**src/rtl/pmc_dc_pkg.sv**
```systemverilog
// Shared types and widths for the PMC digital-conf register bus.
package pmc_dc_pkg;

  localparam int PMC_DC_ADDR_W = 32;
  localparam int PMC_DC_DATA_W = 32;
  localparam int PMC_DC_BE_W   = 4;

  typedef struct packed {
    logic [PMC_DC_ADDR_W-1:0] addr;
    logic                     we;
    logic [PMC_DC_BE_W-1:0]   be;
    logic [PMC_DC_DATA_W-1:0] wdata;
  } pmc_dc_bus_req_t;

endpackage

```
**src/rtl/pmc_dc_owner_fifo.sv**
```systemverilog
// Small synchronous FIFO that remembers which master owns each granted transfer.
module pmc_dc_owner_fifo #(
  parameter  int DEPTH = 2,
  parameter  int WIDTH = 1,
  localparam int CW    = $clog2(DEPTH + 1),
  localparam int PW    = (DEPTH > 1) ? $clog2(DEPTH) : 1
) (
  input  logic             clk,
  input  logic             rst,
  input  logic             push,
  input  logic             pop,
  input  logic [WIDTH-1:0] din,
  output logic [WIDTH-1:0] dout,
  output logic             full,
  output logic             empty,
  output logic [CW-1:0]    count
);

  logic [WIDTH-1:0] mem [DEPTH];
  logic [PW-1:0]    wr_ptr;
  logic [PW-1:0]    rd_ptr;
  logic             do_push;
  logic             do_pop;

  function automatic logic [PW-1:0] wrap_inc(input logic [PW-1:0] p);
    return (p == PW'(DEPTH - 1)) ? '0 : p + PW'(1);
  endfunction

  // A pop in the same cycle frees the slot, so a full FIFO can still accept a push.
  assign do_pop  = pop && !empty;
  assign do_push = push && (!full || do_pop);

  assign full  = (count == CW'(DEPTH));
  assign empty = (count == '0);
  assign dout  = mem[rd_ptr];

  always_ff @(posedge clk) begin
    if (do_push) mem[wr_ptr] <= din;
  end

  always_ff @(posedge clk) begin
    if (rst) begin
      wr_ptr <= '0;
      rd_ptr <= '0;
      count  <= '0;
    end else begin
      if (do_push) wr_ptr <= wrap_inc(wr_ptr);
      if (do_pop)  rd_ptr <= wrap_inc(rd_ptr);
      if (do_push && !do_pop)      count <= count + CW'(1);
      else if (do_pop && !do_push) count <= count - CW'(1);
    end
  end

endmodule

```
**src/rtl/pmc_dc_bus_arbiter.sv**
```systemverilog
// Round-robin arbiter sharing the PMC digital-conf bus between several masters,
// routing in-order slave responses back to the master that owned each transfer.
module pmc_dc_bus_arbiter
  import pmc_dc_pkg::*;
#(
  parameter int N_MASTERS       = 2,
  parameter int MAX_OUTSTANDING = 2
) (
  input  logic                                     clk,
  input  logic                                     rst,
  input  logic [N_MASTERS-1:0]                     m_req,
  input  logic [N_MASTERS-1:0][PMC_DC_ADDR_W-1:0]  m_addr,
  input  logic [N_MASTERS-1:0]                     m_we,
  input  logic [N_MASTERS-1:0][PMC_DC_BE_W-1:0]    m_be,
  input  logic [N_MASTERS-1:0][PMC_DC_DATA_W-1:0]  m_wdata,
  output logic [N_MASTERS-1:0]                     m_gnt,
  output logic [N_MASTERS-1:0]                     m_rvalid,
  output logic [PMC_DC_DATA_W-1:0]                 m_rdata,
  output logic                                     s_req,
  output logic [PMC_DC_ADDR_W-1:0]                 s_addr,
  output logic                                     s_we,
  output logic [PMC_DC_BE_W-1:0]                   s_be,
  output logic [PMC_DC_DATA_W-1:0]                 s_wdata,
  input  logic                                     s_gnt,
  input  logic                                     s_rvalid,
  input  logic [PMC_DC_DATA_W-1:0]                 s_rdata,
  output logic                                     err
);

  localparam int IW = $clog2(N_MASTERS);
  localparam int CW = $clog2(MAX_OUTSTANDING + 1);

  logic [IW-1:0]   rr_ptr;
  logic [IW-1:0]   sel;
  logic [IW-1:0]   cand;
  logic [IW-1:0]   head;
  logic            found;
  int              idx;
  pmc_dc_bus_req_t s_bus;
  logic            fifo_full;
  logic            fifo_empty;
  logic [CW-1:0]   fifo_count;
  logic            blocked;
  logic            hs;
  logic            pop;
  logic            orphan;

  // Rotating-priority search starting at rr_ptr.
  always_comb begin
    sel   = rr_ptr;
    found = 1'b0;
    idx   = 0;
    cand  = '0;
    for (int k = 0; k < N_MASTERS; k++) begin
      idx = int'(rr_ptr) + k;
      if (idx >= N_MASTERS) idx = idx - N_MASTERS;
      cand = IW'(idx);
      if (!found && m_req[cand]) begin
        sel   = cand;
        found = 1'b1;
      end
    end
  end

  always_comb begin
    s_bus = '0;
    if (found) begin
      s_bus.addr  = m_addr[sel];
      s_bus.we    = m_we[sel];
      s_bus.be    = m_be[sel];
      s_bus.wdata = m_wdata[sel];
    end
  end

  assign s_addr  = s_bus.addr;
  assign s_we    = s_bus.we;
  assign s_be    = s_bus.be;
  assign s_wdata = s_bus.wdata;
  assign m_rdata = s_rdata;

  // Reset masks the combinational handshake so nothing is granted or returned mid-reset.
  assign blocked = fifo_full && !s_rvalid;
  assign s_req   = found && !blocked && !rst;
  assign hs      = s_req && s_gnt;
  assign pop     = s_rvalid && (fifo_count != '0) && !rst;
  assign orphan  = s_rvalid && fifo_empty;

  always_comb begin
    m_gnt    = '0;
    m_rvalid = '0;
    if (hs)  m_gnt[sel]     = 1'b1;
    if (pop) m_rvalid[head] = 1'b1;
  end

  always_ff @(posedge clk) begin
    if (rst) begin
      rr_ptr <= '0;
      err    <= 1'b0;
    end else begin
      if (hs)     rr_ptr <= (sel == IW'(N_MASTERS - 1)) ? '0 : sel + IW'(1);
      if (orphan) err    <= 1'b1;
    end
  end

  pmc_dc_owner_fifo #(
    .DEPTH (MAX_OUTSTANDING),
    .WIDTH (IW)
  ) u_owner_fifo (
    .clk   (clk),
    .rst   (rst),
    .push  (hs),
    .pop   (pop),
    .din   (sel),
    .dout  (head),
    .full  (fifo_full),
    .empty (fifo_empty),
    .count (fifo_count)
  );

endmodule

```
**config.mk**
```make
export PLATFORM = sky130hd
export DESIGN_NAME = pmc_dc_bus_arbiter
export DESIGN_NICKNAME = d
export VERILOG_FILES = /design/src/rtl/pmc_dc_pkg.sv /design/src/rtl/pmc_dc_owner_fifo.sv /design/src/rtl/pmc_dc_bus_arbiter.sv
export SDC_FILE = /design/constraint.sdc
export NUM_CORES = 1
export LEC_CHECK = 0
export ABC_CLOCK_PERIOD_IN_PS = 2100
export CORE_AREA = 2 2 110 112
export CTS_BUF_LIST = sky130_fd_sc_hd__clkbuf_16
export DETAILED_ROUTE_END_ITERATION = 8
export DIE_AREA = 0 0 112 114
export HOLD_SLACK_MARGIN = 0.1
export PLACE_DENSITY = 0.68
export SYNTH_ARGS = -nofsm -noshare
export SYNTH_HDL_FRONTEND = slang
export SYNTH_SLANG_ARGS = --single-unit
```
**constraint.sdc**
```tcl
create_clock -name clk -period 2.1 [get_ports clk]
set_clock_uncertainty 0.05 [all_clocks]
set_input_delay 0.42 -clock clk [delete_from_list [all_inputs] [get_ports clk]]
set_output_delay 0.42 -clock clk [all_outputs]
set_load 0.03 [all_outputs]
```
==> results of run 1 <==
==> through the flow <==
| stage | area [sq um] | utilization | hold slack, ns |
|---|---|---|---|
| 2_1_floorplan | 1980 | - | 0.399 |
| 3_3_place_gp | 4050 | 0.346 | 0.408 |
| 3_5_place_dp | 4050 | 0.346 | 0.412 |
| 4_1_cts | 4230 | 0.362 | 0.420 |
| 5_1_grt | 4240 | 0.362 | 0.435 |
| 6_report | 4240 | 0.362 | 0.422 |
==> synth_stat cells, drive strengths merged (2+ instances only) <==
cell,count,area [sq um]
o21ai,73,369
nand2,70,263
o211ai,69,518
buf,43,300
clkbuf,27,101
nor2,11,41.3
dfxtp,7,140
inv,5,18.8
a21oi,4,23.8
xor2,3,26.3
edfxtp,2,60.1
nor2b,2,12.5
or2,2,12.5
==> worst max-delay path: cells and delay by family <==
kind                   cells  cell delay (ns)
buffers and inverters      3             0.62
AOI/OAI and AO/OA          1             0.22
and+or+nand+nor            2             0.31
==> power by group <==
part / internal, mW / leakage, nW / switching, mW
clock network: 0.249 / 0.0423 / 0.0870
registers: 0.199 / 0.0762 / 0.0182
logic: 0.609 / 1.63 / 0.637
==> worst max path at each step <==
| stage | start | endpoint | slack, ns | depth (start not counted) |
|---|---|---|---|---|
| floorplan | m_req[0] | s_addr[11] | -0.02 | 6 |
| global placement | m_req[1] | m_gnt[0] | -0.25 | 7 |
| detailed placement | s_rvalid | u_owner_fifo.count[1] | -0.29 | 8 |
| CTS | m_req[1] | s_wdata[17] | 0.02 | 7 |
| global route | m_req[0] | s_wdata[30] | -0.0008 | 6 |
| finish | m_req[0] | s_addr[22] | 0.04 | 6 |
==> what timing repair did <==
item | CTS | global route
gates cloned | 2 | 0
hold buffers | 0 | 0
endpoints found under the setup margin | 74 | 31
buffers inserted | 1 | 0
resized for setup | 11 | 8
pin swaps | 2 | 0
==> cells in the final DEF (no fill, tap or decap), types with 3 or more instances in the layout <==
cell type / instances
buf_4: 84
o211ai_1: 69
dfxtp_1: 7
o21ai_2: 6
nor2_1: 9
clkbuf_16: 3
inv_1: 4
a21oi_1: 3
nand2_1: 70
buf_12: 12
o21ai_1: 57
xor2_1: 3
clkdlybuf4s50_1: 140
o21ai_0: 10
==> layer usage <==
metal | vias up | routed length [microns]
met5 | - | 0
met4 | 0 | 211
met3 | 23 | 941
met2 | 167 | 4950
met1 | 1392 | 3630
li1 | 1495 | -
==> area by class of cell <==
class | instances | share of cell area
Multi-Input combinational cell | 244 | 0.330
Tap cell | 147 | 0.0433
Clock inverter | 1 | 0.000884
Sequential cell | 9 | 0.0472
Clock buffer | 3 | 0.0177
Inverter | 5 | 0.00442
Timing Repair Buffer | 242 | 0.556
==> kinds of logic (layout without fill, tap and decap cells) <==
family                     count (synthesis)  count (layout)  synth area share
buffers and inverters                     75             251             0.213
and+or+nand+nor                           92              92             0.196
muxes                                      1               1           0.00506
xor gates and xnor gates                   3               3            0.0133
AOI/OAI and AO/OA                        147             147             0.466
adders and majority gates                  1               1           0.00633
DFF                                        9               9             0.101
==> results.toml, run 1 <==
[outcome]
status = "finished clean"

[final_layout]
area_growth_pct = 115
n_antenna_cell = 0
stdcell_count = 651
nFillCells = 1243
ff_latch_area_sq_um = 200
nets = 682
drive_above_1_share = 0.238
multi_input_area_sq_um = 1400

[worst_setup_path]
reg2reg_to = "u_owner_fifo.count[1]"
start_kind = "primary input"
worst_path_largest_cell_delay_ns = 0.24
worstPathCellList = "buf_2, or2_2, buf_12, nand2_1, o21ai_1, buf_4"
ff2ff_path_depth = 7
endpoint_kind = "output port"
timing.rr.start = "u_owner_fifo.count[1]"
rrSetupSlack_ns = 0.18
cp_data_arrival_time_ns = 1.59
critPathSlowestCell = "or2_2"
critPathRequiredTime_ns = 1.63
crit_type = "primary input to output port"
cp_max_fo = 38

[routing]
ant_nets = 0
vias_per_cell = 4.73
totalWireLength_mm = 9.73
drc = 0
first_iter_violations = 66
wl_per_cell_microns = 14.9
vias = 3077
first_pass_iters = 4

[sta]
post-route-min-period_ns = 2.06
maxSlewHeadroom = 0.771
setup_tns_ns = 0
setup_viol = 0
period_share = 0.983
final_hold_viol_count = 0
finalWorstSetupSlack_ns = 0.0362
tightest_slew_ns = 0.343
finalMaxSlewViolations = 0
max_freq_ghz = 0.485

[clock_tree]
path_clk_slew_ns = 0.04
cts_tree = "done"
cts_root_buffer = "clkbuf_16"
cts_inserted_buffers = 3
htreeDepth = 1
clkSinkCount = 9
cts_max_path_buffers = 2
clock_latency_ns = 0.24

[yosys]
synthCells = 328
synth.distinct_cells = 29
synthArstFlopShare = 0
synth_ff_type = "dfxtp_1"
synth-edff-count = 2
yosysSeqAreaShare = 0.101
syn_area_sq_um = 1980
syn_nets = 505
yosysWarningCount = 0
ys_seq_elements = 9
syn_avg_cell_area_sq_um = 6.03

[global_routing]
use_met2 = 0.265
antenna_found_initial = 0
grt_pass1_wl_mm = 15.1
grt_pass1_vias = 3010
grtUsageTotal = 0.142
top_usage_layer = "met2"
globalRouteMet3Util = 0.0414
met1_usage = 0.156
grt_max_degree = 72
grt.overflow.total = 0

[pwr]
p_leak_nw = 1.75
p_per_area_nw_per_um2 = 424
finalPower_mw = 1.80
vdd_drop_max_v = 0.000359

[floorplanning]
die_w_microns = 112
io_pins = 283
die_h_microns = 114
initial_core_util = 0.169
die_area_sq_um = 12800
rows = 40
core_sq_um = 11700

[placed_design]
dp_hpwl_mm = 7.38
dpl_worst_slack_ns = -0.292
dp_cells = 644
place_congestion = 0.709
io_buffers = 218

[min_path]
hold_class = "register to register"
whs_path_depth = 1
hp-start = "u_owner_fifo.wr_ptr"
hold-path-endpoint = "u_owner_fifo.wr_ptr"

[job]
drv_cap = 0
Note: power is estimated with default switching activity, not from simulation.
==> inputs of run 2 (changes only) <==
- CORE_AREA: 2 2 110 112 -> 2 2 111 113
- DIE_AREA: 0 0 112 114 -> 0 0 113 115
- PLACE_DENSITY: 0.68 -> 0.62
- SYNTH_HIERARCHICAL: not set -> 1
==> run 2 against run 1 <==
Compared with the run above: the flow now finishes with violations (design-rule violations); hold slack better by 0.0037 ns; combinational power is 5% lower; setup slack better by 0.041 ns; global-route usage is 2.0 points lower; register-to-register slack worse by 0.02 ns; critical path type unchanged.
==> results.toml, run 2 <==
[routing]
ant_nets = 0
first_iter_violations = 82
totalWireLength_mm = 8.91
vias = 2128
first_pass_iters = 6
drc = 20
vias_per_cell = 4.19
wl_per_cell_microns = 17.5

[floorplanning]
die_h_microns = 115
rows = 40
core_sq_um = 11800
die_w_microns = 113
io_pins = 283
die_area_sq_um = 13000
initial_core_util = 0.122

[final_layout]
layout_common_cells = "140 x clkdlybuf4s50_1, 63 x buf_4, 58 x a22o_1"
n_antenna_cell = 0
layout_commonest_cell = "clkdlybuf4s50_1"
fin_util = 0.338
stdcell_count = 508
drive_above_1_share = 0.341
nFillCells = 1203
area_growth_pct = 176
nets = 539

[yosys]
synthArstFlopShare = 0
synth_ff_type = "dfxtp_1"
yosysSeqAreaShare = 0.138
synth_commonest_cells = "69 x a22o_1, 32 x buf_4, 9 x nor2_1"
synth-edff-count = 2
syn_nets = 345
syn_avg_cell_area_sq_um = 8.61
synth.top_cell.area_share = 0.418
yosysTopAreaCell = "a22o_1"
yosysMostFrequentCell = "a22o_1"
ys_seq_elements = 9
yosysWarningCount = 6
ys_top_cells_by_area = "a22o_1 42%, buf_4 17%, dfxtp_1 9.7%"
syn_area_sq_um = 1450
synth.distinct_cells = 30
synthCells = 168

[outcome]
status = "finished with violations"
violations = "design-rule violations"

[worst_setup_path]
critPathRequiredTime_ns = 1.63
cp_data_arrival_time_ns = 1.55
endpoint_kind = "output port"
crit_type = "primary input to output port"
cp_max_fo = 25
start_kind = "primary input"

[clock_tree]
htreeDepth = 1
cts_root_buffer = "clkbuf_16"
clkSinkCount = 9
clock_latency_ns = 0.24
cts_max_path_buffers = 2
holdBufCountCts = 0
cts_inserted_buffers = 3
cts_tree = "done"
path_clk_slew_ns = 0.04

[global_routing]
antenna_found_initial = 0
grtUsageTotal = 0.122
grt_pass1_wl_mm = 12.2
grt.overflow.total = 0
grt_max_degree = 26
grt_pass1_vias = 2044

[pwr]
p_per_area_nw_per_um2 = 433
vdd_drop_max_v = 0.000299
finalPower_mw = 1.73
p_leak_nw = 1.72

[sta]
period_share = 0.963
setup_tns_ns = 0
setup_viol = 0
max_freq_ghz = 0.494
tightest_slew_ns = 0.305
hold_ws_ns = 0.425
finalMaxSlewViolations = 0
post-route-min-period_ns = 2.02
rsz0062_at_grt = "no"
final_hold_viol_count = 0
maxSlewHeadroom = 0.796

[placed_design]
place_congestion = 0.780
dp_cells = 501
io_buffers = 218
dp_hpwl_mm = 7.19

[job]
drv_cap = 0

[min_path]
hold_class = "register to register"
## run 2: metal layers
| metal | up-vias | GRT usage | part of all wire |
|---|---|---|---|
| met2 | 142 | 0.176 | 0.42 |
| met3 | 8 | 0.0385 | 0.13 |
| met5 | - | 0 | 0 |
| li1 | 1002 | - | - |
| met4 | 0 | 0.0236 | 0.0052 |
| met1 | 976 | 0.179 | 0.45 |
## run 2: final timing paths
kind,slack (ns),endpoint,startpoint,depth (start not counted)
worst max-delay path,0.08,s_wdata[5],m_req[1],5
worst min-delay path,0.43,err,err,2
worst max register to register,0.16,u_owner_fifo/count[1],u_owner_fifo/count[1],9
worst min register to register,0.43,err,err,2
## run 2: worst max-delay path, stage by stage
cell             delay [ns]
clkdlybuf4s15_1        0.25
and2_4                 0.24
buf_12                 0.17
a22o_4                 0.30
buf_12                 0.14
## run 2: kinds of logic (layout without fill, tap and decap cells)
| logic type | Yosys count | in the layout | synth area share |
|---|---|---|---|
| xor gates and xnor gates | 3 | 3 | 0.0182 |
| muxes | 2 | 2 | 0.0156 |
| AOI/OAI and AO/OA | 78 | 78 | 0.458 |
| and+or+nand+nor | 25 | 25 | 0.100 |
| DFF | 9 | 9 | 0.138 |
| buffers and inverters | 49 | 242 | 0.254 |
| adders and majority gates | 2 | 2 | 0.0156 |
## run 2: what timing repair did
item | 4_1_cts | 5_1_grt
setup buffers | 1 | 0
gates cloned | 2 | 0
endpoints found under the setup margin | 74 | 10
resized for setup | 33 | 7
pin swaps | 2 | 1
## run 2: final cells by class
type,count,area [sq um],area share
repair buffers,236,2490,0.624
multi-input cells,110,1030,0.257
flip-flops and latches,9,204,0.0510
well taps,147,184,0.0460
clock buffers,3,75.1,0.0188
inverters,2,7.51,0.00188
clock inverters,1,5.00,0.00125
## run 2: report_power, final
group          internal (mW)  total (mW)  leakage, nW  switching [mW]
clock network          0.251       0.335       0.0409          0.0843
registers              0.192       0.205       0.0770          0.0129
logic                  0.652        1.19         1.60           0.537
total                   1.10        1.73         1.72           0.635
## run 2: metrics by stage
step | instance area [sq um] | setup slack [ns]
5_1_grt | 4000 | 0.00389
4_1_cts | 3970 | 0.0304
3_5_place_dp | 3690 | -0.432
2_1_floorplan | 1450 | 0.0325
6_report | 4000 | 0.0773
3_3_place_gp | 3690 | -0.393
